File: config.mk
export PLATFORM = sky130hd
export DESIGN_NAME = dff_write_arbiter
export DESIGN_NICKNAME = d
export VERILOG_FILES = /design/src/rtl/dff_arb_pkg.sv /design/src/rtl/dff_write_arbiter_rr_pick.sv /design/src/rtl/dff_write_arbiter.sv
export SDC_FILE = /design/constraint.sdc
export NUM_CORES = 1
export LEC_CHECK = 0
export ABC_AREA = 1
export CORE_AREA = 2 2 49 51
export CTS_CLUSTER_SIZE = 16
export DETAILED_ROUTE_END_ITERATION = 8
export DIE_AREA = 0 0 51 53
export PLACE_DENSITY_LB_ADDON = 0.25
export RECOVER_POWER = 25
export SETUP_SLACK_MARGIN = 0.3
export SLEW_MARGIN = 25
export SYNTH_ARGS = -nofsm -noshare
export SYNTH_HDL_FRONTEND = slang
export SYNTH_HIERARCHICAL = 1
export SYNTH_SLANG_ARGS = --single-unit
File: constraint.sdc
create_clock -name Clk -period 3.75 [get_ports Clk]
set_input_delay 0.5625 -clock Clk [delete_from_list [all_inputs] [get_ports Clk]]
set_output_delay 0.5625 -clock Clk [all_outputs]
set_load 0.005 [all_outputs]
File: src/rtl/dff_arb_pkg.sv
`default_nettype none
// ============================================================================
// Module      : dff_arb_pkg
// Description : Shared types, constants and helpers for the round-robin
//               write arbiter of a single shared D flip-flop register.
// Revision    : 1.0 - initial release
// ============================================================================
package dff_arb_pkg;

    // Default configuration: four requesters writing a 4-bit register
    localparam int DEF_N_REQ  = 4;
    localparam int DEF_DATA_W = 4;

    // Largest supported requester count and the index width it needs
    localparam int MAX_REQ    = 8;
    localparam int MAX_IDX_W  = 3;

    // Index width for the default requester count
    localparam int IDX_W      = $clog2(DEF_N_REQ);

    // IDLE: nothing to grant (no request or frozen); ARB: a pick is made
    typedef enum logic [0:0] {
        IDLE = 1'b0,
        ARB  = 1'b1
    } arb_state_t;

    // One-hot decode of a requester index, sized for the largest config;
    // callers truncate to their own requester count
    function automatic logic [MAX_REQ-1:0] onehot(input logic [MAX_IDX_W-1:0] idx);
        onehot      = '0;
        onehot[idx] = 1'b1;
    endfunction

endpackage
`default_nettype wire

File: src/rtl/dff_write_arbiter_rr_pick.sv
`default_nettype none
// ============================================================================
// Module      : rr_pick
// Description : Combinational round-robin picker. Returns the first asserted
//               request at index ptr, ptr+1, ... wrapping modulo N_REQ.
//               Built as rotate, fixed-priority encode, un-rotate.
// Revision    : 1.0 - initial release
// ============================================================================
module rr_pick
    import dff_arb_pkg::*;
#(
    parameter  int N_REQ   = DEF_N_REQ,
    localparam int c_idx_w = (N_REQ > 1) ? $clog2(N_REQ) : 1
) (
    input  logic [N_REQ-1:0]   req,
    input  logic [c_idx_w-1:0] ptr,
    output logic               valid,
    output logic [c_idx_w-1:0] idx
);

    logic [2*N_REQ-1:0] w_dbl;
    logic [N_REQ-1:0]   w_rot;
    logic [c_idx_w-1:0] w_off;
    logic [c_idx_w:0]   w_sum;

    // Rotate so the pointer position lands at bit 0: w_rot[i] = req[(i+ptr) mod N]
    assign w_dbl = {req, req};
    assign w_rot = N_REQ'(w_dbl >> ptr);

    // Fixed-priority encode of the rotated vector, lowest index wins
    always_comb begin
        w_off = '0;
        for (int i = N_REQ - 1; i >= 0; i--) begin
            if (w_rot[i]) begin
                w_off = c_idx_w'(i);
            end
        end
    end

    // Un-rotate: add the pointer back and wrap modulo N_REQ
    assign w_sum = {1'b0, w_off} + {1'b0, ptr};
    assign idx   = (w_sum >= (c_idx_w + 1)'(N_REQ))
                 ? c_idx_w'(w_sum - (c_idx_w + 1)'(N_REQ))
                 : w_sum[c_idx_w-1:0];

    assign valid = |req;

endmodule
`default_nettype wire

File: src/rtl/dff_write_arbiter.sv
`default_nettype none
// ============================================================================
// Module      : dff_write_arbiter
// Description : Round-robin write arbiter and loader for one shared
//               DATA_W-bit register. One write is granted per cycle; the
//               block reports the last writer and supports clear and freeze.
//               Priority of controls: Rst > Clr > Hold > write.
// Revision    : 1.0 - initial release
// ============================================================================
module dff_write_arbiter
    import dff_arb_pkg::*;
#(
    parameter  int N_REQ   = DEF_N_REQ,
    parameter  int DATA_W  = DEF_DATA_W,
    localparam int c_idx_w = (N_REQ > 1) ? $clog2(N_REQ) : 1
) (
    input  logic                      Clk,
    input  logic                      Rst,
    input  logic [N_REQ-1:0]          Req,
    input  logic [N_REQ*DATA_W-1:0]   Req_data,
    input  logic                      Clr,
    input  logic                      Hold,
    output logic [N_REQ-1:0]          Gnt,
    output logic [DATA_W-1:0]         Q,
    output logic                      Q_valid,
    output logic [c_idx_w-1:0]        Q_src,
    output logic                      Busy
);

    arb_state_t          r_state;
    arb_state_t          w_state_next;
    logic [c_idx_w-1:0]  r_ptr;
    logic [c_idx_w-1:0]  w_ptr_next;
    logic                w_pick_valid;
    logic [c_idx_w-1:0]  w_pick_idx;
    logic                w_write;
    logic [DATA_W-1:0]   w_data_arr [N_REQ];

    logic [N_REQ-1:0]    r_gnt;
    logic [DATA_W-1:0]   r_q;
    logic                r_q_valid;
    logic [c_idx_w-1:0]  r_q_src;

    // Split the flat data bus into one lane per requester
    for (genvar i = 0; i < N_REQ; i++) begin : g_lane
        assign w_data_arr[i] = Req_data[i*DATA_W +: DATA_W];
    end

    rr_pick #(
        .N_REQ (N_REQ)
    ) u_rr_pick (
        .req   (Req),
        .ptr   (r_ptr),
        .valid (w_pick_valid),
        .idx   (w_pick_idx)
    );

    // Pointer moves to the slot just after the winner so it loses priority next time
    assign w_ptr_next = (w_pick_idx == c_idx_w'(N_REQ - 1)) ? '0 : w_pick_idx + 1'b1;

    assign Busy = (|Req) && !Hold;

    // State register
    always_ff @(posedge Clk) begin
        if (Rst) begin
            r_state <= IDLE;
        end else begin
            r_state <= w_state_next;
        end
    end

    // Next-state logic; a write happens only when arbitrating and not cleared
    always_comb begin
        w_state_next = r_state;
        w_write      = 1'b0;
        case (r_state)
            IDLE: begin
                if ((|Req) && !Hold) begin
                    w_state_next = ARB;
                end
            end
            ARB: begin
                if ((Req == '0) || Hold) begin
                    w_state_next = IDLE;
                end
            end
            default: begin
                w_state_next = IDLE;
            end
        endcase
        if ((w_state_next == ARB) && w_pick_valid && !Clr) begin
            w_write = 1'b1;
        end
    end

    // Register contents, valid flag, last writer, grant pulse and pointer
    always_ff @(posedge Clk) begin
        if (Rst) begin
            r_gnt     <= '0;
            r_q       <= '0;
            r_q_valid <= 1'b0;
            r_q_src   <= '0;
            r_ptr     <= '0;
        end else if (Clr) begin
            // Clear beats a concurrent write; last-writer index is kept
            r_gnt     <= '0;
            r_q       <= '0;
            r_q_valid <= 1'b0;
        end else if (Hold) begin
            r_gnt     <= '0;
        end else if (w_write) begin
            r_gnt     <= N_REQ'(onehot(MAX_IDX_W'(w_pick_idx)));
            r_q       <= w_data_arr[w_pick_idx];
            r_q_valid <= 1'b1;
            r_q_src   <= w_pick_idx;
            r_ptr     <= w_ptr_next;
        end else begin
            r_gnt     <= '0;
        end
    end

    assign Gnt     = r_gnt;
    assign Q       = r_q;
    assign Q_valid = r_q_valid;
    assign Q_src   = r_q_src;

endmodule
`default_nettype wire
# Word-level counts from Yosys, hierarchy flattened
# Cells that the tools add are included.
# Widths: inputs -> output; s select.
# totals
register_bits,14
inputBits,24
output_inout_bits,12
wordCells,48
# op_classes
add_sub_neg,3
order_cmp,4
shift,1
bitwise_logic,5
n_reduce_logical,13
eq_ne,1
n_mux,15
# op_table
cell,count
$mux 2,6
$bmux 4 s2,1
$mux 4,2
$reduce_or 4->1,2
$shr 8x2->4,1
$ge 3x3->1 const B,2
$logic_and 1x1->1,4
$logic_not 4->1,1
$lt 2x4->1 const B,1
$mux 1,4
$not 1->1,4
$add 2x2->3,1
$not 2->3,1
$reduce_and 3->1,1
$add 2x1->2 const B,1
$demux 1 s2,1
$eq 2x2->1 const B,1
$ge 2x1->1 const B,1
$logic_not 1->1,2
$pmux 1 s2,1
$reduce_and 2->1,1
$reduce_or 2->1,1
$sub 2x1->2 const B,1
$logic_or 1x1->1,1

# Longest topological paths before layout
# depth
depth_word,12
ltp_mapped,18
depth_no_buf,17

# Modules after synthesis
# Netlist, hierarchy kept.
# modules_own_cells
module,n_inst,seq_area_each_um2,cells_per_inst,area_each_um2
dff_write_arbiter,1,260.2,120,789.5
rr_pick,1,0.0,35,167.7

# Worst setup path before layout
# OpenSTA, ideal clock, no wires.
# synth_path
kind,in2reg
startpoint,in Req[1]
endpoint,reg r_ptr[1]
setup_time_ns,0.113
path_buffers,1
path_stages,15
arrival_time_ns,2.129
t_required_ns,3.637
setup_slack_ns,1.508
path_cell_list,nand2_1 > nand3_1 > nand2_1 > nand3_1 > a21boi_1 > ha_1 > xor2_1 > inv_1 > nand3_1 > nand2_1 > buf_4 > inv_1 > ha_1 > nor2_1 > nor2_1
# synth_via
elab_chain_cells,10
elab_cells_between_ends,23
classes_between,3 x add/sub; 1 x order compare; 1 x eq/ne; 1 x shift; 10 x mux; 7 x reduce/logical
# synth_lines
element,line,rtl
from (decl),dff_write_arbiter.sv:19,"input logic [N_REQ-1:0] Req,"
$shr 8x2->4 (*),dff_write_arbiter_rr_pick.sv:28,assign w_rot = N_REQ'(w_dbl >> ptr);
$mux 2 (3 in a row),dff_write_arbiter_rr_pick.sv:34,if (w_rot[i]) begin
$mux 2 (*),dff_write_arbiter_rr_pick.sv:34,
$add 2x2->3 (*),dff_write_arbiter_rr_pick.sv:41,"assign w_sum = {1'b0, w_off} + {1'b0, ptr};"
$ge 3x3->1 or $sub 2x1->2 (tied branches),"dff_write_arbiter_rr_pick.sv:42, dff_write_arbiter_rr_pick.sv:43",
$mux 2 (*),dff_write_arbiter_rr_pick.sv:43,? c_idx_w'(w_sum - (c_idx_w + 1)'(N_REQ))
via w_pick_idx[1],dff_write_arbiter.sv:35,logic [c_idx_w-1:0] w_pick_idx;
$add 2x1->2 or $eq 2x2->1 (tied branches),dff_write_arbiter.sv:59,assign w_ptr_next = (w_pick_idx == c_idx_w'(N_REQ - 1)) ? '0 : w_pick_idx + 1'b1;
$mux 2 (*),dff_write_arbiter.sv:59,
via w_ptr_next[1],dff_write_arbiter.sv:33,logic [c_idx_w-1:0] w_ptr_next;
to (signal assigned),dff_write_arbiter.sv:116,r_ptr <= w_ptr_next;
to (decl),dff_write_arbiter.sv:32,logic [c_idx_w-1:0] r_ptr;
# Mark *: on every way through the listed nets, which the timed path passes. The rest lies on a longest branch.
# A chain may end at the register's enable or synchronous reset.

# Worst setup path after layout
# Ends and elaborated chain as after synthesis.

==> metrics <==
status=finished, final reports clean; slew margin rel.=61.1%; Mapped Area=957 sq um; Area after DPL=1300 sq um; Layout area overhead=38.3%; initial drt markers=14; Arrival @ worst endpoint=2900 ps; Port-buffer cells=35; Die X=51 microns; Vias/cell=4.40; clock-pin slew on the worst setup and hold paths=80 ps; All-Layer GR Usage=16.7%; Cell Rows=17; root buffer cell=clkbuf_4; Slew Viols, Final=0; vias in the first global route=884; post-synthesis mux area share=0%; GP Congestion=0.761; worst-path maximum fanout=10; Fin. Hold Viols=0; final wirelength=2050 microns; Synth Area in Adders=6.54%; PostCTS Resize Cnt=0; Seq/Total Area, Yosys=27.2%; Initial Util=44.6%; total CTS buffers=3; Post-Synth XOR/XNOR Area=0.915%; drt pass-1 iters=4; CTS tree=yes; Hold Buf Count CTS=0; r2r startpoint=r_ptr[0]; commonest cells after routing, fill and taps aside=45 x nand2_1, 32 x nor2_1, 29 x clkdlybuf4s50_1; die area=2700 sq um; Startpoint Class=primary input; H-tree depth=1; Hold WS=474 ps; post-route minimum period=2730 ps; final design area excluding fillers=1320 sq um; Fmax=366 MHz; worst skew pair latency=280 ps; Post-DP HPWL=1660 microns; IO Count=36; Synth cell types=19; largest family of logic cells by synthesized area=simple AND/OR/NAND/NOR gates; Max Cap Violations=0; Antenna Violating Nets Remaining=0; most common cell after layout, fill and taps aside=nand2_1; Setup TNS=0 ps; vias=960; Worst Setup Slack post-DPL=733 ps; sw power=164 uW; CP Launch Point=Req[1]; Combinational Power Share=45.2%; Final Cycle Share=72.8%; reg2reg path depth=15; routed length per placed instance=9.38 microns; Clock Path Buffers=2; Static Leak=0.000679 uW; CP endpoint=r_ptr[1]; DRC viols=0; ant diodes=0; Final nets=220; synth warn=6; Die H=53 microns; Pint=274 uW; Reg-to-Reg End=r_ptr[1]; reg2reg setup slack=1250 ps; GRT Residual Overflow=0; critical path endpoint category=flop; critical path type=in -> reg; pin count of the biggest net entering global routing=19; net count after synthesis=184; worst-margin pin slew=583 ps; register share of total power=35.0%; Mean Syn Cell Area=6.18 sq um; initial antenna violation count=0; post-synthesis simple-gate area fraction=42.1%; #FFs+latches synth=13; switching share of total power=37.5%; Clock Power Share=19.8%; Worst EP required=3920 ps; post-route worst setup slack=1020 ps; clk sink count=13; compound-cell area share of the yosys netlist=6.80%; share of cells above drive strength 1=7.37%; first-pass GRT wire length=3380 microns; Setup Skew=4.71 ps; unrepaired setup endpoints after global routing=false; pwr dens=331 nW/um^2; worst vdd ir=190 uV; post-CTS setup buffer count=0; CORE AREA=2150 sq um; HP Class=reg -> reg; cell count after synthesis=155; Final setup viols=0
==> metrics by stage <==
| stage | instances | util [%] | power (uW) |
|---|---|---|---|
| after floorplan | 155 | - | 309 |
| after global placement | 214 | 60.4 | 349 |
| after detailed placement | 214 | 60.4 | 356 |
| after CTS | 218 | 61.6 | 443 |
| after global routing | 218 | 61.6 | 476 |
| final | 218 | 61.6 | 438 |
==> per-layer routing <==
layer  vias to the layer above  global-route usage, %  routed length, microns  share of wire (%)
met3                         2                   3.11                     113                5.5
li1                        529                      -                       -                  -
met1                       403                   17.4                     818                 40
met2                        26                   31.2                    1090                 53
met5                         -                      0                       0                  0
met4                         0                   9.46                      25                1.2
==> cells by family after synthesis <==
kind of cell               count (synthesis)
xor gates and xnor gates                   1
and+or+nand+nor                           95
AOI/OAI and AO/OA                          7
DFF                                       13
adders and majority gates                  5
buffers and inverters                     34
==> sequential cells by signal, summed over array words and instances (netlist names) <==
| name | flops |
|---|---|
| Gnt | 4 |
| Q_valid | 1 |
| Q | 4 |
| Q_src | 2 |
| r_ptr | 2 |
==> worst max-delay path, cell delays in order <==
cell and delay (ps):
clkdlybuf4s50_1 460, nand2_1 110, nand3_1 80, nand2_1 110
nand3_1 80, a21boi_1 130, ha_1 180, xor2_1 200
inv_1 60, nand3_1 80, nand2_1 240, inv_1 210
ha_1 250, nor2_1 100, nor2_1 50
==> layout make-up <==
type / instances / area [sq um]
clock buffers: 4 / 26.3
multi-input cells: 108 / 539
well taps: 28 / 35.0
flip-flops and latches: 13 / 260
fillers: 201 / 825
inverters: 30 / 113
repair buffers: 35 / 350
==> synthesized netlist by cell type <==
cell / number / area, sq um
nand3_1: 12 / 60.1
or4_1: 1 / 7.51
xor2_1: 1 / 8.76
nand2_2: 4 / 25.0
a21boi_0: 1 / 7.51
dfxtp_1: 13 / 260
o21ai_0: 1 / 5.00
buf_4: 1 / 7.51
nand4_4: 1 / 21.3
o211ai_2: 3 / 37.5
nor2_1: 32 / 120
inv_2: 3 / 11.3
o211ai_1: 1 / 7.51
a21boi_1: 1 / 7.51
buf_6: 2 / 22.5
ha_1: 5 / 62.6
inv_1: 27 / 101
buf_8: 1 / 15.0
nand2_1: 45 / 169
==> power by group through the flow <==
stage | Combinational [uW] | Clock, uW | Sequential (uW)
floorplan | 153 | 0 | 156
global placement | 193 | 0 | 156
detailed placement | 200 | 0 | 157
CTS | 201 | 88.6 | 153
global route | 226 | 95.5 | 155
finish | 198 | 86.7 | 153
==> how the worst min path moves through the flow <==
| stage | cells past startpoint | start | end | slack (ps) |
|---|---|---|---|---|
| floorplan | 2 | Q_valid | Q_valid | 450 |
| global placement | 2 | Q_valid | Q_valid | 450 |
| detailed placement | 2 | Q_valid | Q_valid | 470 |
| CTS | 2 | Q_valid | Q_valid | 480 |
| global route | 2 | Q_valid | Q_valid | 510 |
| finish | 2 | Q_valid | Q_valid | 470 |
Note: power is estimated with default switching activity, not from simulation.
==> edit (same settings) <==
Set the package constant `DEF_DATA_W` to 6 (it was 4).
--- a/src/rtl/dff_arb_pkg.sv
+++ b/src/rtl/dff_arb_pkg.sv
@@ -9,7 +9,7 @@
 
     // Default configuration: four requesters writing a 4-bit register
     localparam int DEF_N_REQ  = 4;
-    localparam int DEF_DATA_W = 4;
+    localparam int DEF_DATA_W = 6;
 
     // Largest supported requester count and the index width it needs
     localparam int MAX_REQ    = 8;
Ports: changed (resized Q and Req_data); port bits go from 36 to 46. No check against the original RTL was run, so the function may have changed too.
==> edit against the unedited design <==
Worst hold slack worse by 0.022 ns; power is 17% higher; cell count is 16% higher; wire length is 24% higher; synthesized area is 17% higher; worst setup slack worse by 0.091 ns; sequential cell count is 2 higher; cell area is 19% higher; largest cell class unchanged.
==> edit: results (changes against the unedited design) <==
{| class="wikitable"
! Metric !! Value
|-
| Largest cells by area after synthesis || dfxtp_1, nand2_1, nor2_1 (unchanged)
|-
| Status || completed (unchanged)
|-
| Sequential Area || 300 sq um (was 260 sq um)
|-
| Switching share of power || 0.381 (was 0.375)
|-
| Met1 demand-to-capacity share in global routing || 0.259 (was 0.174)
|-
| Met2 demand-to-capacity share in global routing || 0.385 (was 0.312)
|-
| Maximum vdd ir drop || 0.000232 V (was 0.000190 V)
|-
| Layout net count || 262 (was 220)
|-
| Final worst path period share || 0.752 (was 0.728)
|-
| Cell leakage power || 0.785 nW (was 0.679 nW)
|-
| Post-place setup slack || 0.676 ns (was 0.733 ns)
|-
| Post-Layout Cell Count || 252 (was 218)
|-
| Sum of net half-perimeters after detailed placement || 2.10 mm (was 1.66 mm)
|-
| Met1 layer wirelength in the final routing || 1.02 mm (was 818 um)
|-
| Total global routing track utilization || 0.210 (was 0.167)
|-
| Number of different library cells in the post-synthesis netlist || 22 (was 19)
|-
| Critical path arrival || 3.00 ns (was 2.90 ns)
|-
| Global-route wire length before repair || 4.40 mm (was 3.38 mm)
|-
| Pre-antenna DRT Iters || 5 (was 4)
|-
| Number of vias after detailed routing || 1,180 (was 960)
|-
| Share of post-route cells with drive strength above 1 || 0.0893 (was 0.0737)
|-
| Gpl congestion || 0.906 (was 0.761)
|-
| Syn nets || 217 (was 184)
|-
| CP peak stage delay || 0.48 ns (was 0.46 ns)
|-
| Input/output buffers || 45 (was 35)
|-
| Hold slack final || 0.452 ns (was 0.474 ns)
|-
| Total wire length || 2.54 mm (was 2.05 mm)
|-
| Met3 wire length || 194 um (was 113 um)
|-
| Number of global-route vias before repair || 1,086 (was 884)
|-
| Worst clock skew || 0.00753 ns (was 0.00471 ns)
|-
| Maximum number of pins on one net before global-route repair || 26 (was 19)
|-
| Critical path origin || Req[0] (was Req[1])
|-
| Met3 capacity usage during global routing || 0.0226 (was 0.0311)
|}
[edit: cell types whose count changed after synthesis, sizes merged]
cell    delta
a21boi     -1
a21oi      +1
buf        +1
dfxtp      +2
inv        +4
nand3      +3
nand4      -1
nor2       +5
nor3b      +4
o211ai     -4
o21ai      +9
o21bai     +2
[edit: final cells by class]
cell class,instances,area share
timing repair buffer,45,0.285
sequential,15,0.190
clock buffer,4,0.0167
inverter,34,0.0809
multi-input combinational,126,0.404
tap,28,0.0222
[edit: power groups by stage]
stage	Sequential (mW)	Clock, mW	Combinational, mW
after floorplan	0.179	0	0.182
after global placement	0.178	0	0.237
after detailed placement	0.179	0	0.245
after CTS	0.175	0.0934	0.246
after global routing	0.176	0.102	0.281
final	0.175	0.0923	0.244
[edit: cells by family after synthesis]
kind of cell,share of synthesized area
adders and majority gates,0.0557
AOI/OAI and AO/OA,0.0725
DFF,0.268
and+or+nand+nor,0.433
xor gates and xnor gates,0.00781
buffers and inverters,0.164
